### config.mk
export PLATFORM = sky130hd
export DESIGN_NAME = eab_mem_ctrl
export DESIGN_NICKNAME = d
export VERILOG_FILES = /design/src/rtl/mem_ctrl_pkg.sv /design/src/rtl/byte_lane_unit.sv /design/src/rtl/eab_mem_ctrl.sv
export SDC_FILE = /design/constraint.sdc
export NUM_CORES = 1
export LEC_CHECK = 0
export CAP_MARGIN = 20
export CORE_ASPECT_RATIO = 0.5
export CORE_UTILIZATION = 43
export DETAILED_ROUTE_END_ITERATION = 8
export HOLD_SLACK_MARGIN = 0.06
export PLACE_DENSITY = 0.87
export SYNTH_ARGS = -nofsm -noshare
export SYNTH_HDL_FRONTEND = slang
export SYNTH_HIERARCHICAL = 1
export SYNTH_SLANG_ARGS = --single-unit
### constraint.sdc
create_clock -name clk -period 2.3 [get_ports clk]
set_input_delay 0.46 -clock clk [delete_from_list [all_inputs] [get_ports clk]]
set_output_delay 0.46 -clock clk [all_outputs]
set_load 0.1 [all_outputs]
### src/rtl/mem_ctrl_pkg.sv
// mem_ctrl_pkg: funct3 encodings, controller states and access legality check for eab_mem_ctrl
package mem_ctrl_pkg;
    localparam logic [2:0] F3_B  = 3'b000;
    localparam logic [2:0] F3_H  = 3'b001;
    localparam logic [2:0] F3_W  = 3'b010;
    localparam logic [2:0] F3_BU = 3'b100;
    localparam logic [2:0] F3_HU = 3'b101;

    typedef enum logic [2:0] {IDLE, RD0, RD1, RD2, WR, RESP} state_e;

    // Illegal funct3 for the direction, or an address not aligned to the access size
    function automatic logic bad_access(input logic we, input logic [2:0] f3, input logic [1:0] off);
        logic illegal;
        illegal = we ? (f3 > F3_W) : (f3 == 3'b011 || f3 == 3'b110 || f3 == 3'b111);
        return illegal || (f3[1:0] == 2'b01 && off[0]) || (f3[1:0] == 2'b10 && off != 2'b00);
    endfunction
endpackage

### src/rtl/byte_lane_unit.sv
// byte_lane_unit: load lane extract/extend and sub-word store merge for one 32-bit word
module byte_lane_unit
    import mem_ctrl_pkg::*;
(
    input  logic [2:0]  funct3,
    input  logic [1:0]  off,
    input  logic [31:0] word,
    input  logic [31:0] wdata,
    output logic [31:0] load_data,
    output logic [31:0] store_word
);
    logic [7:0]  lb;
    logic [15:0] lh;

    // Pick the addressed lane and extend it; sign fill is suppressed for the unsigned funct3 variants
    always_comb begin
        lb = word[{off, 3'b000} +: 8];
        lh = off[1] ? word[31:16] : word[15:0];
        load_data = funct3[1:0] == F3_B[1:0] ? {{24{lb[7] & ~funct3[2]}}, lb} :
                    funct3[1:0] == F3_H[1:0] ? {{16{lh[15] & ~funct3[2]}}, lh} : word;
    end

    // Overlay the right-aligned store data onto the addressed lanes of the old word
    always_comb begin
        store_word = word;
        if (funct3[1:0] == F3_B[1:0])
            store_word[{off, 3'b000} +: 8] = wdata[7:0];
        else if (funct3[1:0] == F3_H[1:0])
            store_word[{off[1], 4'b0000} +: 16] = wdata[15:0];
        else
            store_word = wdata;
    end
endmodule

### src/rtl/eab_mem_ctrl.sv
// eab_mem_ctrl: load/store controller for the EAB word RAM with read-modify-write sub-word stores
module eab_mem_ctrl
    import mem_ctrl_pkg::*;
#(
    parameter int ADDR_WIDTH = 8,
    parameter int DATA_WIDTH = 32
) (
    input  logic                  clk,
    input  logic                  rst_n,
    input  logic                  req_valid,
    output logic                  req_ready,
    input  logic                  req_we,
    input  logic [2:0]            req_funct3,
    input  logic [31:0]           req_addr,
    input  logic [DATA_WIDTH-1:0] req_wdata,
    output logic                  resp_valid,
    input  logic                  resp_ready,
    output logic [DATA_WIDTH-1:0] resp_rdata,
    output logic                  resp_err,
    output logic [ADDR_WIDTH-1:0] ram_address,
    output logic [DATA_WIDTH-1:0] ram_data,
    output logic                  ram_we,
    input  logic [DATA_WIDTH-1:0] ram_q
);
    state_e                state_q, state_d;
    logic [ADDR_WIDTH-1:0] waddr_q, waddr_d;
    logic [1:0]            off_q, off_d;
    logic [2:0]            f3_q, f3_d;
    logic                  we_q, we_d, err_q, err_d;
    logic [DATA_WIDTH-1:0] data_q, data_d, rdata_q, rdata_d;
    logic [DATA_WIDTH-1:0] load_data, store_word;
    logic                  unused_addr;

    // Address bits above the RAM range wrap silently
    assign unused_addr = ^req_addr[31:ADDR_WIDTH+2];

    byte_lane_unit u_lanes (
        .funct3     (f3_q),
        .off        (off_q),
        .word       (ram_q),
        .wdata      (data_q),
        .load_data  (load_data),
        .store_word (store_word)
    );

    // State and captured request registers; reset aborts any operation before its write cycle
    always_ff @(posedge clk or negedge rst_n) begin
        if (!rst_n) begin
            state_q <= IDLE;
            waddr_q <= '0;
            off_q   <= '0;
            f3_q    <= '0;
            we_q    <= 1'b0;
            err_q   <= 1'b0;
            data_q  <= '0;
            rdata_q <= '0;
        end else begin
            state_q <= state_d;
            waddr_q <= waddr_d;
            off_q   <= off_d;
            f3_q    <= f3_d;
            we_q    <= we_d;
            err_q   <= err_d;
            data_q  <= data_d;
            rdata_q <= rdata_d;
        end
    end

    // Sequencing: capture on accept, wait out the two-cycle RAM read, merge or extract, write, respond
    always_comb begin
        state_d = state_q;
        waddr_d = waddr_q;
        off_d   = off_q;
        f3_d    = f3_q;
        we_d    = we_q;
        err_d   = err_q;
        data_d  = data_q;
        rdata_d = rdata_q;
        case (state_q)
            IDLE: if (req_valid) begin
                waddr_d = req_addr[ADDR_WIDTH+1:2];
                off_d   = req_addr[1:0];
                f3_d    = req_funct3;
                we_d    = req_we;
                err_d   = bad_access(req_we, req_funct3, req_addr[1:0]);
                data_d  = req_wdata;
                rdata_d = '0;
                state_d = err_d ? RESP : (req_we && req_funct3 == F3_W) ? WR : RD0;
            end
            RD0: state_d = RD1;
            RD1: state_d = RD2;
            RD2: begin
                data_d  = we_q ? store_word : data_q;
                rdata_d = we_q ? rdata_q : load_data;
                state_d = we_q ? WR : RESP;
            end
            WR:   state_d = RESP;
            RESP: state_d = resp_ready ? IDLE : RESP;
            default: state_d = IDLE;
        endcase
    end

    assign req_ready   = state_q == IDLE;
    assign resp_valid  = state_q == RESP;
    assign ram_we      = state_q == WR;
    assign ram_address = waddr_q;
    assign ram_data    = data_q;
    assign resp_rdata  = rdata_q;
    assign resp_err    = err_q;
endmodule

==> results of run 1 <==
## how the worst max path moves through the flow
| stage | start | to | slack, ns | cells after the start |
|---|---|---|---|---|
| after floorplan | state_q[2]$_DFFE_PN0P_ | ram_we | -0.02 | 3 |
| after global placement | req_valid | ram_data[13]$_DFFE_PN0P_ | 0.06 | 5 |
| after detailed placement | req_valid | ram_data[14]$_DFFE_PN0P_ | 0.03 | 5 |
| after CTS | off_q[0]$_DFFE_PN0P_ | ram_data[16]$_DFFE_PN0P_ | 0.16 | 7 |
| after global routing | f3_q[1]$_DFFE_PN0P_ | resp_rdata[5]$_DFFE_PN0P_ | 0.03 | 6 |
| final | off_q[0]$_DFFE_PN0P_ | ram_data[16]$_DFFE_PN0P_ | 0.12 | 8 |
## critical path, stage by stage (launching register included)
cell and delay [ns]:
dfrtp_1 0.41, inv_2 0.12, ha_4 0.23, nor3b_4 0.19, nor4b_4 0.14, buf_4 0.16, a211o_1 0.30, mux2_2 0.26
mux2_2 0.25
## kinds of logic (layout without fill, tap and decap cells)
family	count (synthesis)	in the layout
buf+inv	79	243
simple gates	122	122
flops	82	82
xor+xnor	1	1
compound gates	150	150
fa+ha+maj	5	5
mux	127	127
## flip-flops by register name (all words and copies together), names as in the netlist
signal	cells
ram_data	32
resp_rdata	32
ram_address	8
f3_q	3
state_q	3
off_q	2
resp_err	1
we_q	1
## layout by cell type, fill, tap and decap left out, types with 11 or more instances in the layout
cell	Yosys	routed
a22o_1	16	16
a22oi_1	25	25
buf_4	7	108
clkdlybuf4s50_1	0	80
dfrtp_1	82	80
inv_1	30	29
mux2_2	78	78
mux2i_1	40	40
nand2_1	59	59
o211ai_1	18	18
o21ai_0	22	22
o221ai_1	11	11
o22ai_1	22	22
## timing repair
action	4_1_cts	5_1_grt
gates resized for setup	0	2
endpoints found under the setup margin	0	7
buffers inserted	0	1
## per-layer routing
| metal | vias up | wire, um | global-route usage [%] |
|---|---|---|---|
| li1 | 2453 | - | - |
| met1 | 2654 | 7970 | 36.1 |
| met2 | 354 | 8840 | 42.9 |
| met3 | 35 | 1980 | 8.25 |
| met4 | 0 | 377 | 8.42 |
| met5 | - | 0 | 0 |
## stage by stage
stage                     setup slack [ns]  hold slack (ns)  util [%]  cell area (um2)  setup TNS, ns
after floorplan                    -0.0154            0.164         -             5840        -0.0154
after global placement              0.0607            0.472      57.8             7470              0
after detailed placement            0.0264            0.482      57.8             7470              0
after CTS                            0.164            0.111      60.2             7780              0
after global routing                0.0321            0.126      60.4             7800              0
final                                0.124           0.0933      60.4             7800              0
## layout make-up
type	count	area, um2	area share (%)
well taps	170	213	2.73
clock inverters	5	60.1	0.770
inverters	32	120	1.54
clock buffers	11	253	3.24
repair buffers	195	1750	22.5
flip-flops and latches	82	2050	26.3
multi-input cells	405	3350	42.9
==> summary.txt, run 1 <==
Clocking
  • H-tree depth: 3
  • TritonCTS sink count: 82
  • Clock transition at path regs: 0.07 ns
  • Max clock buf depth: 2
  • TritonCTS Buffers: 9
  • Clk_lat worst skew: about 0.35 ns
  • TritonCTS clock tree: yes
  • Clock Root Buffer: clkbuf_16
  • Post-CTS Hold Buffers: 0

Worst hold path
  • Hold Path Class: input port to asynchronous set/reset pin

Critical path
  • Worst Path Required: 2.54 ns
  • Crit end category: register
  • Worst Path Arrival: 2.41 ns
  • FF-to-FF Start: off_q[0]$_DFFE_PN0P_
  • Worst reg2reg setup slack: ~0.12 ns
  • CP Class: register to register
  • Crit path max fanout: 10
  • Worst r2r dst: ram_data[16]$_DFFE_PN0P_
  • R2R cell count: 8
  • Critical path launch point type: register

STA
  • Pins Over Slew Limit: 0
  • RSZ-0062 raised after global routing: no
  • Clock Skew: 0.0131 ns
  • Fmax: approximately 460 MHz
  • Final hold vios: 0
  • Final setup fails: 0
  • Worst Max-Slew Pin Slew: 0.809 ns
  • Final period demand of the worst path: 2.18 ns
  • Worst rel slew slack: 46.1%
  • Final Cycle Share: 94.6%

Logic synthesis
  • Asr flop ratio synth: 100%
  • Adder-cell area share of the yosys netlist: 1.08%
  • Most frequent cell after synthesis: dfrtp_1
  • Largest family of logic cells by synthesized area: multiplexers
  • Post-synth EDFFs: 0
  • Ys flop type: dfrtp_1
  • Area leader, netlist: dfrtp_1
  • Synth Area in XOR/XNOR: less than 1%
  • Flops & latches, synth: 82
  • Top post-synthesis cells by area: dfrtp_1 35%, mux2_2 15%, mux2i_1 6.9%
  • Sequential-to-total area share from yosys stat: a little over a third
  • Multiplexer share of the synthesized area: 24.3%
  • Synth top cells by count: 82 x dfrtp_1, 78 x mux2_2, 59 x nand2_1, 40 x mux2i_1, 30 x inv_1
  • Cell area after synthesis: 5800 um2
  • Simple-gate portion of the synthesized area: 12.4%
  • Unique masters post-synth: 59
  • Synth top area share: 35.4%
  • Cell count after synthesis: ~570
  • Syn. warnings: 6
  • Post-synth net total: approximately 680
  • Synth Area in Compound Gates: between 10% and 20%
  • Syn avg cell area: 10.2 um2

Run
  • Max cap viols: 0

Die
  • Core area: about 13000 um2
  • Top Ports: 180
  • Die ar.: 14000 um2
  • Initial core utilization: 44.9%
  • Die X-Extent: 166 um
  • Row cnt: 29
  • Die span in y: 84.1 um

Detailed routing
  • DR DRC count: 7
  • DRT iter0 DRCs: 680
  • Avg Vias per Cell: roughly 6
  • Routed wire length: 19200 um
  • First-pass DRT Iterations: 8
  • Antenna Violating Nets Remaining: 0
  • Drt wl/cell: between 20 and 25 um
  • Via count: 5496

Global route
  • Largest net degree at the start of global routing: just over 60
  • Total gr overflow: 0
  • First-pass GRT wire length: 29600 um
  • Initial antenna violation count: 0
  • Vias in the first global route: 5300
  • Gr usage total: between 20% and 30%

Placement
  • I/O Buffers: around 160
  • Routability cong.: 0.882
  • Placed Cells: 883
  • Detail Placement HPWL: 14000 um

Layout
  • Fillers: 1060
  • Nets: 834
  • Antenna cells: 0
  • Layout Area Growth over Synthesis: 34.5%
  • Post-route insts no fill: 900
  • Share of cells above drive strength 1: about 33%

Run status
  • Status: finished with violations
  • Failing checks: DRC
Power of run 1 is not shown: default switching activity piles up to over one toggle a cycle in this logic, so the estimate is an artifact.
==> inputs of run 2 (changes only) <==
Settings changed: CAP_MARGIN 20 to not set.
==> results of run 2 <==
No change in the layout: final DEF, timing and power equal those of run 1.
Power of run 2 is left out for the same reason.
